### config.mk
export PLATFORM = sky130hd
export DESIGN_NAME = aq_fadd_double_align
export DESIGN_NICKNAME = d
export VERILOG_FILES = /design/src/rtl/aq_fadd_double_align.sv
export SDC_FILE = /design/constraint.sdc
export NUM_CORES = 1
export LEC_CHECK = 0
export BUFFER_PORTS_ARGS = -buffer_cell sky130_fd_sc_hd__buf_2
export CELL_PAD_IN_SITES_DETAIL_PLACEMENT = 0
export CELL_PAD_IN_SITES_GLOBAL_PLACEMENT = 1
export CORE_ASPECT_RATIO = 0.8
export CORE_MARGIN = 5
export CORE_UTILIZATION = 44
export DETAILED_ROUTE_END_ITERATION = 16
export GPL_TIMING_DRIVEN = 1
export HOLD_SLACK_MARGIN = 0.12
export PLACE_DENSITY = 0.79
export SLEW_MARGIN = 20
export SYNTH_ARGS = -nofsm -noshare
export SYNTH_HDL_FRONTEND = slang
export SYNTH_SLANG_ARGS = --single-unit
### constraint.sdc
create_clock -name forever_cpuclk -period 3.6 [get_ports forever_cpuclk]
set_input_delay 0.18 -clock forever_cpuclk [delete_from_list [all_inputs] [get_ports forever_cpuclk]]
set_output_delay 0.18 -clock forever_cpuclk [all_outputs]
set_load 0.005 [all_outputs]
### src/rtl/aq_fadd_double_align.sv
// ============================================================================
//  Module   : aq_fadd_double_align
//  Purpose  : Pre-add alignment for the double-precision FP adder. Unpacks
//             two operands, orders them by magnitude, right-shifts the smaller
//             significand by the exponent difference and folds the shifted-out
//             bits into a sticky bit. Two-stage valid/ready pipeline.
//  Options  : AQ_FADD_ALIGN_DENORM_EN - keep denormal fractions (gradual
//             underflow); when undefined, denormals are flushed to zero.
//  Revision : 1.0 - initial release
// ============================================================================
`default_nettype none

module aq_fadd_double_align #(
    parameter int SHIFT_SAT = 56
) (
    input  logic        forever_cpuclk,
    input  logic        cpurst_b,
    input  logic        pipe_flush,
    input  logic        in_vld,
    output logic        in_rdy,
    input  logic        src0_sign,
    input  logic [10:0] src0_exp,
    input  logic [51:0] src0_frac,
    input  logic        src1_sign,
    input  logic [10:0] src1_exp,
    input  logic [51:0] src1_frac,
    input  logic        op_sub,
    input  logic [2:0]  rm,
    output logic        out_vld,
    input  logic        out_rdy,
    output logic [55:0] out_big_mant,
    output logic [55:0] out_sml_mant,
    output logic [10:0] out_exp,
    output logic        out_act_s,
    output logic        out_act_sub,
    output logic        out_swap,
    output logic        out_shift_sat,
    output logic [2:0]  out_rm
);

    localparam logic [11:0] SAT_AMT = 12'(SHIFT_SAT);

    // ------------------------------------------------------------------
    // Operand unpack (combinational, ahead of stage 1)
    // ------------------------------------------------------------------
    logic [51:0] frac0, frac1;
    logic        hid0, hid1;
    logic [10:0] eexp0, eexp1;
    logic        src1_esign, act_sub_d, swap_d, act_s_d;
    logic [11:0] diff_d;

`ifdef AQ_FADD_ALIGN_DENORM_EN
    assign frac0 = src0_frac;
    assign frac1 = src1_frac;
`else
    // Denormals become signed zeros: fraction dropped, sign kept.
    assign frac0 = (src0_exp == 11'd0) ? 52'd0 : src0_frac;
    assign frac1 = (src1_exp == 11'd0) ? 52'd0 : src1_frac;
`endif

    assign hid0  = (src0_exp != 11'd0);
    assign hid1  = (src1_exp != 11'd0);
    // Exponent 0 behaves as exponent 1 (denormal scale) for alignment.
    assign eexp0 = hid0 ? src0_exp : 11'd1;
    assign eexp1 = hid1 ? src1_exp : 11'd1;

    assign src1_esign = src1_sign ^ op_sub;
    assign act_sub_d  = src0_sign ^ src1_esign;
    assign swap_d     = (eexp1 > eexp0) || ((eexp1 == eexp0) && (frac1 > frac0));
    assign act_s_d    = swap_d ? src1_esign : src0_sign;
    assign diff_d     = swap_d ? ({1'b0, eexp1} - {1'b0, eexp0})
                               : ({1'b0, eexp0} - {1'b0, eexp1});

    // ------------------------------------------------------------------
    // Handshake
    // ------------------------------------------------------------------
    logic s1_vld_q, s1_vld_d;
    logic s2_vld_q, s2_vld_d;
    logic s1_adv, out_fire, accept;

    assign out_fire = s2_vld_q && out_rdy;
    assign s1_adv   = s1_vld_q && (!s2_vld_q || out_rdy);
    assign in_rdy   = !s1_vld_q || s1_adv;
    assign accept   = in_vld && in_rdy;
    assign out_vld  = s2_vld_q;

    // Valid next-state: flush wins over accept/advance.
    always_comb begin
        s1_vld_d = s1_vld_q;
        s2_vld_d = s2_vld_q;
        if (pipe_flush) begin
            s1_vld_d = 1'b0;
            s2_vld_d = 1'b0;
        end else begin
            if (accept)      s1_vld_d = 1'b1;
            else if (s1_adv) s1_vld_d = 1'b0;
            if (s1_adv)        s2_vld_d = 1'b1;
            else if (out_fire) s2_vld_d = 1'b0;
        end
    end

    // Valid registers.
    always_ff @(posedge forever_cpuclk or negedge cpurst_b) begin
        if (!cpurst_b) begin
            s1_vld_q <= 1'b0;
            s2_vld_q <= 1'b0;
        end else begin
            s1_vld_q <= s1_vld_d;
            s2_vld_q <= s2_vld_d;
        end
    end

    // ------------------------------------------------------------------
    // Stage 1: ordered operands and exponent difference
    // ------------------------------------------------------------------
    logic [52:0] s1_big_q, s1_sml_q;
    logic [10:0] s1_exp_q;
    logic [11:0] s1_diff_q;
    logic        s1_act_s_q, s1_act_sub_q, s1_swap_q;
    logic [2:0]  s1_rm_q;

    // Capture the magnitude-ordered operand pair on accept.
    always_ff @(posedge forever_cpuclk or negedge cpurst_b) begin
        if (!cpurst_b) begin
            s1_big_q     <= '0;
            s1_sml_q     <= '0;
            s1_exp_q     <= '0;
            s1_diff_q    <= '0;
            s1_act_s_q   <= 1'b0;
            s1_act_sub_q <= 1'b0;
            s1_swap_q    <= 1'b0;
            s1_rm_q      <= '0;
        end else if (accept) begin
            s1_big_q     <= swap_d ? {hid1, frac1} : {hid0, frac0};
            s1_sml_q     <= swap_d ? {hid0, frac0} : {hid1, frac1};
            s1_exp_q     <= swap_d ? eexp1 : eexp0;
            s1_diff_q    <= diff_d;
            s1_act_s_q   <= act_s_d;
            s1_act_sub_q <= act_sub_d;
            s1_swap_q    <= swap_d;
            s1_rm_q      <= rm;
        end
    end

    // ------------------------------------------------------------------
    // Stage 2: alignment shift with sticky collection
    // ------------------------------------------------------------------
    logic [111:0] wide;
    logic         sat_d, sticky;
    logic [55:0]  sml_d;

    // The shifted-out bits land in the low half of the double-width vector.
    assign wide   = {s1_sml_q, 3'b000, 56'd0} >> s1_diff_q[5:0];
    assign sticky = |wide[55:0];
    assign sat_d  = (s1_diff_q >= SAT_AMT);
    assign sml_d  = sat_d ? {55'd0, |s1_sml_q}
                          : {wide[111:57], wide[56] | sticky};

    // Output registers load on stage-1 advance and hold otherwise.
    always_ff @(posedge forever_cpuclk or negedge cpurst_b) begin
        if (!cpurst_b) begin
            out_big_mant  <= '0;
            out_sml_mant  <= '0;
            out_exp       <= '0;
            out_act_s     <= 1'b0;
            out_act_sub   <= 1'b0;
            out_swap      <= 1'b0;
            out_shift_sat <= 1'b0;
            out_rm        <= '0;
        end else if (s1_adv) begin
            out_big_mant  <= {s1_big_q, 3'b000};
            out_sml_mant  <= sml_d;
            out_exp       <= s1_exp_q;
            out_act_s     <= s1_act_s_q;
            out_act_sub   <= s1_act_sub_q;
            out_swap      <= s1_swap_q;
            out_shift_sat <= sat_d;
            out_rm        <= s1_rm_q;
        end
    end

endmodule

`default_nettype wire

# --- Word level (Yosys, flattened, before mapping) ---
# Cells that the tools add are included.
op_classes:
  add_sub_neg: 2
  n_lt_le_gt_ge: 3
  eq_ne: 1
  shifts: 1
  mux: 16
  bitwise_logic: 3
  n_reduce_logical: 17
op_table:
  columns: ["op", "n"]
  rows:
  - ["$shr 112x6->112", 1]
  - ["$mux 53", 2]
  - ["$mux 52", 2]
  - ["$mux 56", 1]
  - ["$reduce_or 56->1", 1]
  - ["$reduce_or 53->1", 1]
  - ["$gt 52x52->1", 1]
  - ["$mux 11", 3]
  - ["$sub 11x11->12", 2]
  - ["$logic_not 11->1", 2]
  - ["$reduce_bool 11->1", 2]
  - ["$ge 12x6->1 const B", 1]
  - ["$mux 12", 1]
  - ["$eq 11x11->1", 1]
  - ["$gt 11x11->1", 1]
  - ["$mux 1", 7]
  - ["$reduce_bool 3->1", 2]
  - ["$logic_and 1x1->1", 4]
  - ["$logic_or 1x1->1", 3]
  - ["$logic_not 1->1", 2]
  - ["$xor 1x1->1", 2]
  - ["$or 1x1->1", 1]
word_totals:
  reg_bits: 264

# --- Depth between registers and ports, before layout ---
# Gate-level depths: netlist of the first run.
logic_depth:
  ltp_word: 7
  mapped_depth: 18

# --- Worst setup path before layout of the first run ---
# No wires, ideal clock.
synth_path:
  path_kind: "input to register"
  startpoint: "input port src1_exp[3]"
  endpoint: "register s1_diff_q[11]"
  setup_ps: 127
  arrival_time_ps: 3378
  path_slack_ps: 96
  stages: 16
  path_cell_list: "nor4_1 > nand3_1 > clkbuf_1 > and2_1 > ha_1 > nand4_1 > nor4_1 > nand3_1 > a311oi_1 > nor4_1 > or2_1 > buf_2 > buf_6 > buf_2 > a211oi_1 > o31ai_1"
synth_between:
  elab_chain_cells: 6
  elab_cells_between_ends: 12
  cone_classes: "add/sub: 2; order compare: 2; eq/ne: 1; mux: 3; reduce/logical: 4"
synth_lines:
  columns: ["element", "line", "text"]
  rows:
  - ["start, declared", "25", "input logic [10:0] src1_exp,"]
  - ["$logic_not 11->1 / $reduce_bool 11->1 (equally long branches)", "58, 62", null]
  - ["$mux 52 / $mux 11 (equally long branches)", "58, 65", null]
  - ["$gt 52x52->1 / $eq 11x11->1 (equally long branches)", "69", "assign swap_d = (eexp1 > eexp0) || ((eexp1 == eexp0) && (frac1 > frac0));"]
  - ["$logic_and 1x1->1", "69", null]
  - ["$logic_or 1x1->1", "69", null]
  - ["$mux 12 *", "71", "assign diff_d = swap_d ? ({1'b0, eexp1} - {1'b0, eexp0})"]
  - ["end signal, assigned", "137", "s1_diff_q <= diff_d;"]
  - ["end, declared", "118", "logic [11:0] s1_diff_q;"]
# Every way passes the cells marked *; elsewhere a longest branch is shown, timed or not.
# A chain may end at the register's enable or synchronous reset.

# --- Worst setup path in the final report of the first run ---
layout_path:
  startpoint: "register s1_diff_q[0]"
  endpoint: "register out_sml_mant[0]"
layout_between:
  elab_chain_cells: 4
  elab_cells_between_ends: 5
  cone_classes: "order compare: 1; shift: 1; mux: 1; bitwise: 1; reduce/logical: 1"
layout_lines:
  columns: ["element", "line", "text"]
  rows:
  - ["$shr 112x6->112", "153", "assign wide = {s1_sml_q, 3'b000, 56'd0} >> s1_diff_q[5:0];"]
  - ["$reduce_or 56->1", "154", "assign sticky = |wide[55:0];"]
  - ["$or 1x1->1", "157", ": {wide[111:57], wide[56] | sticky};"]
  - ["$mux 56 *", "156", "assign sml_d = sat_d ? {55'd0, |s1_sml_q}"]
  - ["end signal, assigned", "172", "out_sml_mant <= sml_d;"]
  - ["end, declared", "32", "output logic [55:0] out_sml_mant,"]
# Marked as above.

==> results of run 1 <==
## state kept, by name, summed over array words and instances (netlist names), 3 cells and up
register / cells
out_rm: 3
s1_exp_q: 11
out_big_mant: 53
s1_sml_q: 53
s1_diff_q: 12
s1_rm_q: 3
out_sml_mant: 56
s1_big_q: 53
out_exp: 11
## repair_timing
item | in CTS | in global routing
endpoints found under the setup margin | 36 | 124
endpoints found under the hold margin | 109 | 0
pin swaps | 1 | 6
hold buffers | 23 | 0
cloned | 0 | 2
setup buffers | 2 | 3
resized for setup | 4 | 20
## logic make-up after synthesis
kind of cell,count (synthesis)
AOI/OAI and AO/OA,517
xor gates and xnor gates,8
adders and majority gates,76
buffers and inverters,220
DFF,264
muxes,176
other,1
and+or+nand+nor,932
## Yosys cell counts (4+ instances only)
cell       instances  area share
a31oi_1            7      0.0024
buf_1             26      0.0054
nor3_1            22      0.0060
a21boi_0           8      0.0033
nand2b_1          11      0.0038
mux4_2            62       0.077
dfrtp_1          264        0.36
a221oi_1           8      0.0038
o31ai_1            8      0.0033
a22oi_1           12      0.0049
and3_1             4      0.0014
mux2i_1           84       0.046
o221a_2            4      0.0025
inv_1             34      0.0070
clkbuf_1         104       0.021
buf_2             39       0.011
nor2b_1           14      0.0048
nor2_1           176       0.036
o22ai_1           11      0.0038
xnor2_1            5      0.0024
o21ai_0          190       0.052
nor4_1            22      0.0076
mux2_2            29       0.018
o221ai_1           4      0.0019
and2_1            61       0.021
a21oi_1          171       0.047
nand2_1          546        0.11
nand3_1           30      0.0082
o21a_1             8      0.0033
nand4_1           22      0.0076
a21o_1            11      0.0045
o41ai_1            4      0.0019
a211oi_1          11      0.0045
ha_1              74       0.051
o2111ai_1          5      0.0024
o211ai_1           6      0.0025
buf_4             11      0.0045
a22o_1            20      0.0096
## worst min-delay path: stages
cell	delay, ps
buf_2	80
and2_1	140
buf_4	120
a21oi_1	50
o21ai_0	130
## final cells by class
class,count,area (um2),share of cell area
sequential,264,6610,0.288
clock inverter,9,62.6,0.00272
multi-input combinational,1712,10800,0.472
tap,544,681,0.0296
timing repair buffer,550,3760,0.163
clock buffer,42,895,0.0389
inverter,37,139,0.00604
## how the worst max path moves through the flow
stage                                   to  slack (ps)  cells after the start
3_3_place_gp      s1_sml_q[22]$_DFFE_PN0P_        -780                     19
2_1_floorplan    s1_diff_q[11]$_DFFE_PN0P_         100                     16
4_1_cts           s1_big_q[13]$_DFFE_PN0P_          20                     19
3_5_place_dp      s1_sml_q[40]$_DFFE_PN0P_        -730                     21
6_report       out_sml_mant[0]$_DFFE_PN0P_          40                     10
5_1_grt           s1_diff_q[4]$_DFFE_PN0P_         -70                     21
## power by group through the flow
stage / logic [uW] / clock network, uW / registers, uW
2_1_floorplan: 2940 / 0 / 3680
3_3_place_gp: 4690 / 0 / 3850
3_5_place_dp: 4730 / 0 / 3870
4_1_cts: 4780 / 3080 / 3820
5_1_grt: 5310 / 3180 / 3880
6_report: 4910 / 3010 / 3820
## per-stage QoR
| stage | instance area [um2] | setup WS, ps | hold WS [ps] | power [uW] |
|---|---|---|---|---|
| finish | 23000 | 44.3 | 149 | 11700 |
| CTS | 22800 | 24.7 | 122 | 11700 |
| global route | 23000 | -66.6 | 163 | 12400 |
| detailed placement | 21600 | -730 | 285 | 8600 |
| floorplan | 18200 | 95.8 | -116 | 6610 |
| global placement | 21600 | -777 | 276 | 8540 |
## routing by layer
| metal | vias up | GRT usage |
|---|---|---|
| met4 | 0 | 0.0648 |
| met5 | - | 0 |
| met1 | 8966 | 0.371 |
| met3 | 113 | 0.0649 |
| met2 | 664 | 0.460 |
| li1 | 8475 | - |
==> impl_metrics.env, run 1 <==
export IMPL_setup_violations=0
export IMPL_switchingPower_uw=4560
export IMPL_placed_cells=3077
export IMPL_timing_setup_tns_ps=0
export IMPL_dr_pass1_iters=5
export IMPL_max_stage_delay_ps=550
export IMPL_grt_ovfl_total=0
export IMPL_slew_violations=0
export IMPL_arrival_ps=3980
export IMPL_syn_area_mm2=0.0182
export IMPL_die_w_um=238
export IMPL_wl_mm=65.8
export IMPL_synth_simple_gate_area_frac=0.219
export IMPL_yosysUniqueCellTypes=77
export IMPL_finalNonFillerCells=3158
export IMPL_critPathKind="register to register"
export IMPL_async_flop_share=1.00
export IMPL_chipHeight_um=192
export IMPL_fill_cells=3837
export IMPL_tightest_slew_ps=888
export IMPL_ir_drop_mv=0.384
export IMPL_drt_iter0_drc=1557
export IMPL_critPathLaunchType="register"
export IMPL_routed_top_layer="met4"
export IMPL_synth_xor_area_frac=0.00385
export IMPL_cts_buffers=29
export IMPL_cp_cell_sequence="buf_4, mux4_2, and2_1, a21oi_1, a2bb2oi_1, a21boi_0, nand3_1, a2111o_1, nor4_2, a21oi_1"
export IMPL_clock_power_share=0.256
export IMPL_r2r_setup_slack_ps=40
export IMPL_ys_seq_elements=264
export IMPL_wl_per_cell_um=20.8
export IMPL_pin_count=269
export IMPL_grt_pass1_vias=17900
export IMPL_synthAdderAreaFrac=0.0530
export IMPL_synthMuxAreaShare=0.141
export IMPL_status="completed"
export IMPL_wl_met2_mm=31.2
export IMPL_r2r_end="out_sml_mant[0]$_DFFE_PN0P_"
export IMPL_cp_top_family="compound AO/OA/AOI/OAI gates"
export IMPL_nets=2807
export IMPL_antenna_diode_count=0
export IMPL_min_to="s1_sml_q[49]$_DFFE_PN0P_"
export IMPL_tritoncts="built"
export IMPL_startpoint="s1_diff_q[0]$_DFFE_PN0P_"
export IMPL_worst_path_max_fanout=12
export IMPL_combPwrFrac=0.418
export IMPL_area_delta_synth_final_pct=26.2
export IMPL_required_ps=4020
export IMPL_dpl_hpwl_mm=48.9
export IMPL_cts_clk_slew_worst_paths_ps=60
export IMPL_intPower_uw=7190
export IMPL_num_vias=18200
export IMPL_syn_mean_instance_area_um2=8.31
export IMPL_hold_class="input pin to register"
export IMPL_via_per_inst=5.77
export IMPL_grt_max_degree=106
export IMPL_cts_path_max_buffers=3
export IMPL_r2r_cells=10
export IMPL_cp_common_cell="a21oi_1"
export IMPL_min_period_over_period=0.988
export IMPL_synth_cells=2194
export IMPL_sequentialPowerShare=0.326
export IMPL_synth_top_family_by_area="simple AND/OR/NAND/NOR gates"
export IMPL_finClkSkew_ps=13.0
export IMPL_ys_warn_count=0
export IMPL_final_cell_mix="nand2_1, buf_2, dfrtp_1"
export IMPL_antenna_found_initial=0
export IMPL_clock_sinks=264
export IMPL_root_buffer="clkbuf_16"
export IMPL_hold_depth=5
export IMPL_grt_total_usage=0.277
export IMPL_drive_gt1_frac=0.269
export IMPL_cp_buffers_inverters=1
export IMPL_reg2reg_from="s1_diff_q[0]$_DFFE_PN0P_"
export IMPL_rows=66
export IMPL_switching_share=0.388
export IMPL_coreArea_mm2=0.0408
export IMPL_ant_nets=0
export IMPL_end_kind="register"
export IMPL_h_tree_depth=1
export IMPL_portBuffers=265
export IMPL_hold_start="src1_frac[49]"
export IMPL_synth_compound_area_frac=0.168
export IMPL_final_core_util=0.564
export IMPL_wl_met3_mm=5.26
export IMPL_leakagePower_uw=0.0112
export IMPL_crit_slowest_cell="dfrtp_4"
export IMPL_die_area_mm2=0.0456
export IMPL_powerDensity_mw_per_mm2=511
export IMPL_yosys_most_used_dff="dfrtp_1"
export IMPL_maxCapViolations=0
export IMPL_fmax_ghz=0.281
export IMPL_slew_headroom=0.402
export IMPL_yosysSeqAreaShare=0.363
export IMPL_finalCriticalPeriod_ps=3560
export IMPL_start_util=0.447
export IMPL_grt_pass1_wl_mm=101
export IMPL_drcViolationCount=0
export IMPL_clk_latency_ps=570
export IMPL_met1Wirelength_mm=27.8
export IMPL_layout_commonest_cell="nand2_1"
export IMPL_gp_routability_congestion=0.951
export IMPL_hold_viol=0
export IMPL_synth_edf_count=0
Note: power is estimated with default switching activity, not from simulation.
==> run 2, diff against run 1 <==
--- a/config.mk
+++ b/config.mk
@@ -8,7 +8,7 @@
 export BUFFER_PORTS_ARGS = -buffer_cell sky130_fd_sc_hd__buf_2
 export CELL_PAD_IN_SITES_DETAIL_PLACEMENT = 0
 export CELL_PAD_IN_SITES_GLOBAL_PLACEMENT = 1
-export CORE_ASPECT_RATIO = 0.8
+export CORE_ASPECT_RATIO = 0.9
 export CORE_MARGIN = 5
 export CORE_UTILIZATION = 44
 export DETAILED_ROUTE_END_ITERATION = 16
==> run 2 against run 1 <==
Compared with the run above: final cell count rose by 0.22%; non-clock buffer count grew 6; total power is 2.0% higher; core utilization increased by 0.91 points; worst hold slack got worse by 3.2 ps; routed wire length decreased by 0.47%; clock-buffer cell count down 1; clock power grew 9.6%; critical path type is now input pin to register; largest power group unchanged.
==> impl_metrics.env, run 2 (synthesized netlist as in run 1, its figures left out) <==
export IMPL_grt_ovfl_total=0
export IMPL_setup_violations=0
export IMPL_rows=70
export IMPL_switching_share=0.380
export IMPL_critPathKind="input pin to register"
export IMPL_cts_clk_slew_worst_paths_ps=70
export IMPL_ir_drop_mv=0.368
export IMPL_final_core_util=0.573
export IMPL_intPower_uw=7430
export IMPL_largest_reg_flops=56
export IMPL_tritoncts="built"
export IMPL_required_ps=4130
export IMPL_grt_pass1_vias=18000
export IMPL_max_stage_delay_ps=390
export IMPL_critPathLaunchType="input pin"
export IMPL_gp_routability_congestion=0.960
export IMPL_clk_latency_ps=590
export IMPL_regMostFlops="out_sml_mant"
export IMPL_chipHeight_um=203
export IMPL_total_power_uw=12000
export IMPL_cts_buffers=30
export IMPL_leakagePower_uw=0.0114
export IMPL_finClkSkew_ps=19.3
export IMPL_area_delta_synth_final_pct=28.3
export IMPL_crit_slowest_cell="or4_1"
export IMPL_final_cell_mix="nand2_1, buf_2, dfrtp_1"
export IMPL_slew_violations=0
export IMPL_die_w_um=225
export IMPL_wl_mm=65.5
export IMPL_h_tree_depth=1
export IMPL_root_buffer="clkbuf_16"
export IMPL_via_per_inst=5.67
export IMPL_arrival_ps=4030
export IMPL_clock_power_share=0.275
export IMPL_portBuffers=265
export IMPL_cp_common_cell="buf_4"
export IMPL_sequentialPowerShare=0.321
export IMPL_hold_class="input pin to async pin"
export IMPL_min_period_over_period=0.973
export IMPL_grt_pass1_wl_mm=101
export IMPL_wl_per_cell_um=20.7
export IMPL_num_vias=17900
export IMPL_cp_top_family="simple AND/OR/NAND/NOR gates"
export IMPL_drive_gt1_frac=0.275
export IMPL_drcViolationCount=0
export IMPL_die_area_mm2=0.0456
export IMPL_clock_sinks=264
export IMPL_cp_cell_sequence="buf_2, nor4_4, nand3_4, buf_4, clkbuf_16, buf_4, and2_1, ha_1, and4_1, nand4_1, a21o_1, a311oi_4, nor4_4, or2_4, buf_4, o211a_1, or4_1, nand3_1"
export IMPL_cp_buffers_inverters=5
export IMPL_layout_commonest_cell="nand2_1"
export IMPL_worst_path_max_fanout=15
export IMPL_end_kind="register"
export IMPL_rsz0062_at_grt="true"
export IMPL_whs_ps=146
export IMPL_nets=2814
export IMPL_antenna_diode_count=0
export IMPL_pin_count=269
export IMPL_ant_nets=0
export IMPL_dr_pass1_iters=6
export IMPL_grt_total_usage=0.275
export IMPL_fmax_ghz=0.286
export IMPL_drt_iter0_drc=1548
export IMPL_coreArea_mm2=0.0408
export IMPL_status="completed"
export IMPL_fill_cells=3808
export IMPL_combPwrFrac=0.404
export IMPL_slew_headroom=0.256
export IMPL_timing_setup_tns_ps=0
export IMPL_cts_path_max_buffers=3
export IMPL_finalCriticalPeriod_ps=3500
export IMPL_antenna_found_initial=0
export IMPL_hold_viol=0
export IMPL_switchingPower_uw=4550
export IMPL_tightest_slew_ps=1110
export IMPL_start_util=0.446
export IMPL_dpl_hpwl_mm=49.4
export IMPL_maxCapViolations=0
export IMPL_grt_max_degree=96
export IMPL_powerDensity_mw_per_mm2=513
## run 2: cell type report
cell class / count / area, um2 / area share
well taps: 540 / 676 / 0.0289
flip-flops and latches: 264 / 6610 / 0.283
multi-input cells: 1712 / 11000 / 0.469
inverters: 37 / 139 / 0.00594
clock buffers: 41 / 832 / 0.0356
clock inverters: 15 / 224 / 0.00958
repair buffers: 556 / 3920 / 0.168
## run 2: power by group through the flow
stage	combinational [uW]	sequential, uW	clock, uW
2_1_floorplan	2940	3680	0
3_3_place_gp	4630	3870	0
3_5_place_dp	4670	3890	0
4_1_cts	4710	3840	3350
5_1_grt	5240	3890	3470
6_report	4840	3840	3300
## run 2: stage by stage
| stage | worst slack [ps] | std cells | instance area [um2] |
|---|---|---|---|
| 2_1_floorplan | 95.8 | 2196 | 18200 |
| 3_3_place_gp | -777 | 3075 | 21600 |
| 3_5_place_dp | -764 | 3075 | 21600 |
| 4_1_cts | 7.27 | 3155 | 23000 |
| 5_1_grt | -30.2 | 3165 | 23400 |
| 6_report | 98.4 | 3165 | 23400 |
## run 2: worst paths after layout
kind,start,end,slack [ps],cells after the start
min in group forever_cpuclk,src0_frac[21],s1_sml_q[21]$_DFFE_PN0P_,150,6
min reg2reg,s1_act_s_q$_DFFE_PN0P_,out_act_s$_DFFE_PN0P_,460,2
max,src1_exp[4],s1_diff_q[9]$_DFFE_PN0P_,100,18
max in group asynchronous,cpurst_b,out_exp[2]$_DFFE_PN0P_,2480,3
min,cpurst_b,out_big_mant[15]$_DFFE_PN0P_,150,2
max reg2reg,s1_diff_q[0]$_DFFE_PN0P_,out_sml_mant[0]$_DFFE_PN0P_,180,10
## run 2: repair_timing
item / CTS / global route
resized for setup: 3 / 43
hold buffers: 23 / 0
setup buffers: 1 / 7
cloned: 0 / 3
endpoints found under the setup margin: 52 / 126
endpoints found under the hold margin: 94 / 0
pin swaps: 1 / 17
## run 2: routing by layer
layer  share of wire  global-route usage  wire (um)
met1            0.42               0.364      27500
met2            0.49               0.465      31900
met3           0.065              0.0531       4250
met4           0.028              0.0722       1820
met5               0                   0          0
## run 2: worst reg2reg max path, cell delays in order, from the launching register on
cell and delay (ps):
dfrtp_4 600, buf_12 230, mux4_2 540, mux2_2 360, nand2_1 90, o21ai_0 380
o21a_1 370, nor2b_1 130, nand4_1 120, nor4_2 330, a21oi_1 120
==> run 3, diff against run 2 <==
--- a/config.mk
+++ b/config.mk
@@ -11,10 +11,12 @@
 export CORE_ASPECT_RATIO = 0.9
 export CORE_MARGIN = 5
 export CORE_UTILIZATION = 44
+export CTS_BUF_LIST = sky130_fd_sc_hd__clkbuf_16
 export DETAILED_ROUTE_END_ITERATION = 16
 export GPL_TIMING_DRIVEN = 1
 export HOLD_SLACK_MARGIN = 0.12
 export PLACE_DENSITY = 0.79
+export REMOVE_ABC_BUFFERS = 1
 export SLEW_MARGIN = 20
 export SYNTH_ARGS = -nofsm -noshare
 export SYNTH_HDL_FRONTEND = slang
==> run 3 against run 2 <==
Compared with the run above: combinational power increased by 3%; maximum frequency decreased by 0.14%; clock power decreased by 4%; design area increased by 0.86%; non-clock buffer count increased by 45; sequential share of layout area decreased by 0.24 points; first-iteration DRC count increased by 8.5%; via count about the same.
==> impl_metrics.env, run 3 (synthesized netlist as in run 1, its figures left out) <==
export IMPL_chipHeight_um=203
export IMPL_preCtsSetupSlack_ps=-731
export IMPL_die_area_mm2=0.0456
export IMPL_final_cell_mix="nand2_1, buf_4, buf_2"
export IMPL_grt_pass1_wl_mm=99.3
export IMPL_cts_path_max_buffers=3
export IMPL_hold_viol=0
export IMPL_leakagePower_uw=0.0115
export IMPL_wl_mm=63.7
export IMPL_whs_ps=144
export IMPL_via_per_inst=5.59
export IMPL_start_util=0.446
export IMPL_placed_cells=3106
export IMPL_total_power_uw=11900
export IMPL_num_vias=18000
export IMPL_hold_class="input pin to register"
export IMPL_layout_commonest_cell="nand2_1"
export IMPL_crit_slowest_cell="mux2_2"
export IMPL_finalCriticalPeriod_ps=3510
export IMPL_status="completed"
export IMPL_rows=70
export IMPL_largest_reg_flops=56
export IMPL_grt_busiest_layer="met1"
export IMPL_max_stage_delay_ps=380
export IMPL_wl_per_cell_um=19.8
export IMPL_arrival_ps=3960
export IMPL_antenna_diode_count=0
export IMPL_clock_sinks=264
export IMPL_setup_violations=0
export IMPL_fmax_ghz=0.285
export IMPL_tightest_slew_ps=919
export IMPL_end_kind="register"
export IMPL_ir_drop_mv=0.426
export IMPL_cp_cell_sequence="buf_2, nor4_4, nand3_2, buf_6, buf_4, and2_1, ha_1, nand4_1, nor4_2, buf_4, nand3_1, buf_4, a311oi_1, buf_4, nor4_4, buf_4, nor2_4, mux2_2, xnor2_1, mux2_2"
export IMPL_r2r_cells=9
export IMPL_drcViolationCount=0
export IMPL_grt_max_degree=133
export IMPL_min_period_over_period=0.974
export IMPL_gp_routability_congestion=0.924
export IMPL_dpl_hpwl_mm=47.5
export IMPL_cp_buffers_inverters=7
export IMPL_grt_ovfl_total=0
export IMPL_die_w_um=225
export IMPL_fin_ws_ps=93.5
export IMPL_finClkSkew_ps=17.0
export IMPL_cp_common_cell="buf_4"
export IMPL_nets=2860
export IMPL_antenna_found_initial=0
export IMPL_met2_usage=0.406
export IMPL_finalNonFillerCells=3211
export IMPL_regMostFlops="out_sml_mant"
export IMPL_ant_nets=0
export IMPL_root_buffer="clkbuf_16"
export IMPL_required_ps=4060
export IMPL_slew_violations=0
export IMPL_h_tree_depth=1
export IMPL_cts_clk_slew_worst_paths_ps=60
export IMPL_cts_buffers=30
export IMPL_use_met1=0.408
export IMPL_area_delta_synth_final_pct=29.4
export IMPL_maxCapViolations=0
export IMPL_cp_top_family="simple AND/OR/NAND/NOR gates"
export IMPL_grt_total_usage=0.268
export IMPL_placed_cell_area_mm2=0.0218
export IMPL_slew_headroom=0.387
export IMPL_pin_count=269
export IMPL_powerDensity_mw_per_mm2=506
export IMPL_drt_iter0_drc=1680
export IMPL_portBuffers=265
export IMPL_critPathLaunchType="input pin"
export IMPL_rsz0062_at_grt="true"
export IMPL_fin_area_mm2=0.0236
export IMPL_path_depth=20
export IMPL_grt_pass1_vias=17600
export IMPL_hold_depth=6
export IMPL_coreArea_mm2=0.0408
export IMPL_critPathKind="input pin to register"
export IMPL_tritoncts="built"
export IMPL_met3_usage=0.0484
export IMPL_clk_latency_ps=580
export IMPL_worst_path_max_fanout=11
export IMPL_drive_gt1_frac=0.281
export IMPL_dr_pass1_iters=5
## run 3: cell count changes in the layout (fill, tap and decap cells not counted), sizes merged
| cell | change |
|---|---|
| clkbuf | -11 |
| clkinvlp | +5 |
| inv | +4 |
| bufinv | -1 |
| buf | +27 |
| clkinv | +2 |
| dlygate4sd3 | +19 |
| or2 | +1 |
## run 3: layout make-up
cell class | instances | area, um2
Clock buffer | 31 | 776
Timing Repair Buffer | 601 | 4220
Tap cell | 540 | 676
Clock inverter | 25 | 238
Inverter | 37 | 139
Sequential cell | 264 | 6610
Multi-Input combinational cell | 1713 | 10900
Fill cell | 3778 | 17200
## run 3: where the power goes
part	total [uW]	internal [uW]	leakage, uW	switching, uW
combinational	4980	2210	0.00765	2770
sequential	3800	3370	0.00336	436
clock	3160	1850	0.000490	1310
total	11900	7430	0.0115	4520
## run 3: timing repair
item | CTS | global route
gates cloned | 1 | 2
endpoints found under the setup margin | 90 | 130
endpoints found under the hold margin | 119 | 0
pin swaps | 3 | 4
resized for setup | 7 | 41
hold buffers | 42 | 0
setup buffers | 1 | 3
## run 3: stage by stage
| step | TNS [ps] | util |
|---|---|---|
| floorplan | -469170 | - |
| global placement | -76010 | 0.535 |
| detailed placement | -81100 | 0.535 |
| CTS | 0 | 0.571 |
| global route | -715 | 0.578 |
| finish | 0 | 0.578 |
## run 3: metal layers
metal | vias to the layer above | share of wire
li1 | 8584 | -
met1 | 8680 | 0.47
met2 | 607 | 0.44
met3 | 82 | 0.072
met4 | 0 | 0.018
met5 | - | 0
## run 3: worst min-delay path: stages
cell     delay (ps)
buf_2           100
nand2_1          80
buf_4           110
nor2_1           30
a21oi_1         100
o21ai_0          80
## run 3: final timing paths
check                                               from  slack (ps)                            to
worst max-delay path                         src1_exp[1]          90      s1_diff_q[7]$_DFFE_PN0P_
worst min-delay path                       src0_frac[44]         140      s1_big_q[44]$_DFFE_PN0P_
worst max register to register  s1_diff_q[0]$_DFFE_PN0P_         150   out_sml_mant[0]$_DFFE_PN0P_
worst min register to register   s1_exp_q[5]$_DFFE_PN0P_         460        out_exp[5]$_DFFE_PN0P_
max in group asynchronous                       cpurst_b        2310         out_act_s$_DFFE_PN0P_
min in group asynchronous                       cpurst_b         180  out_big_mant[21]$_DFFE_PN0P_
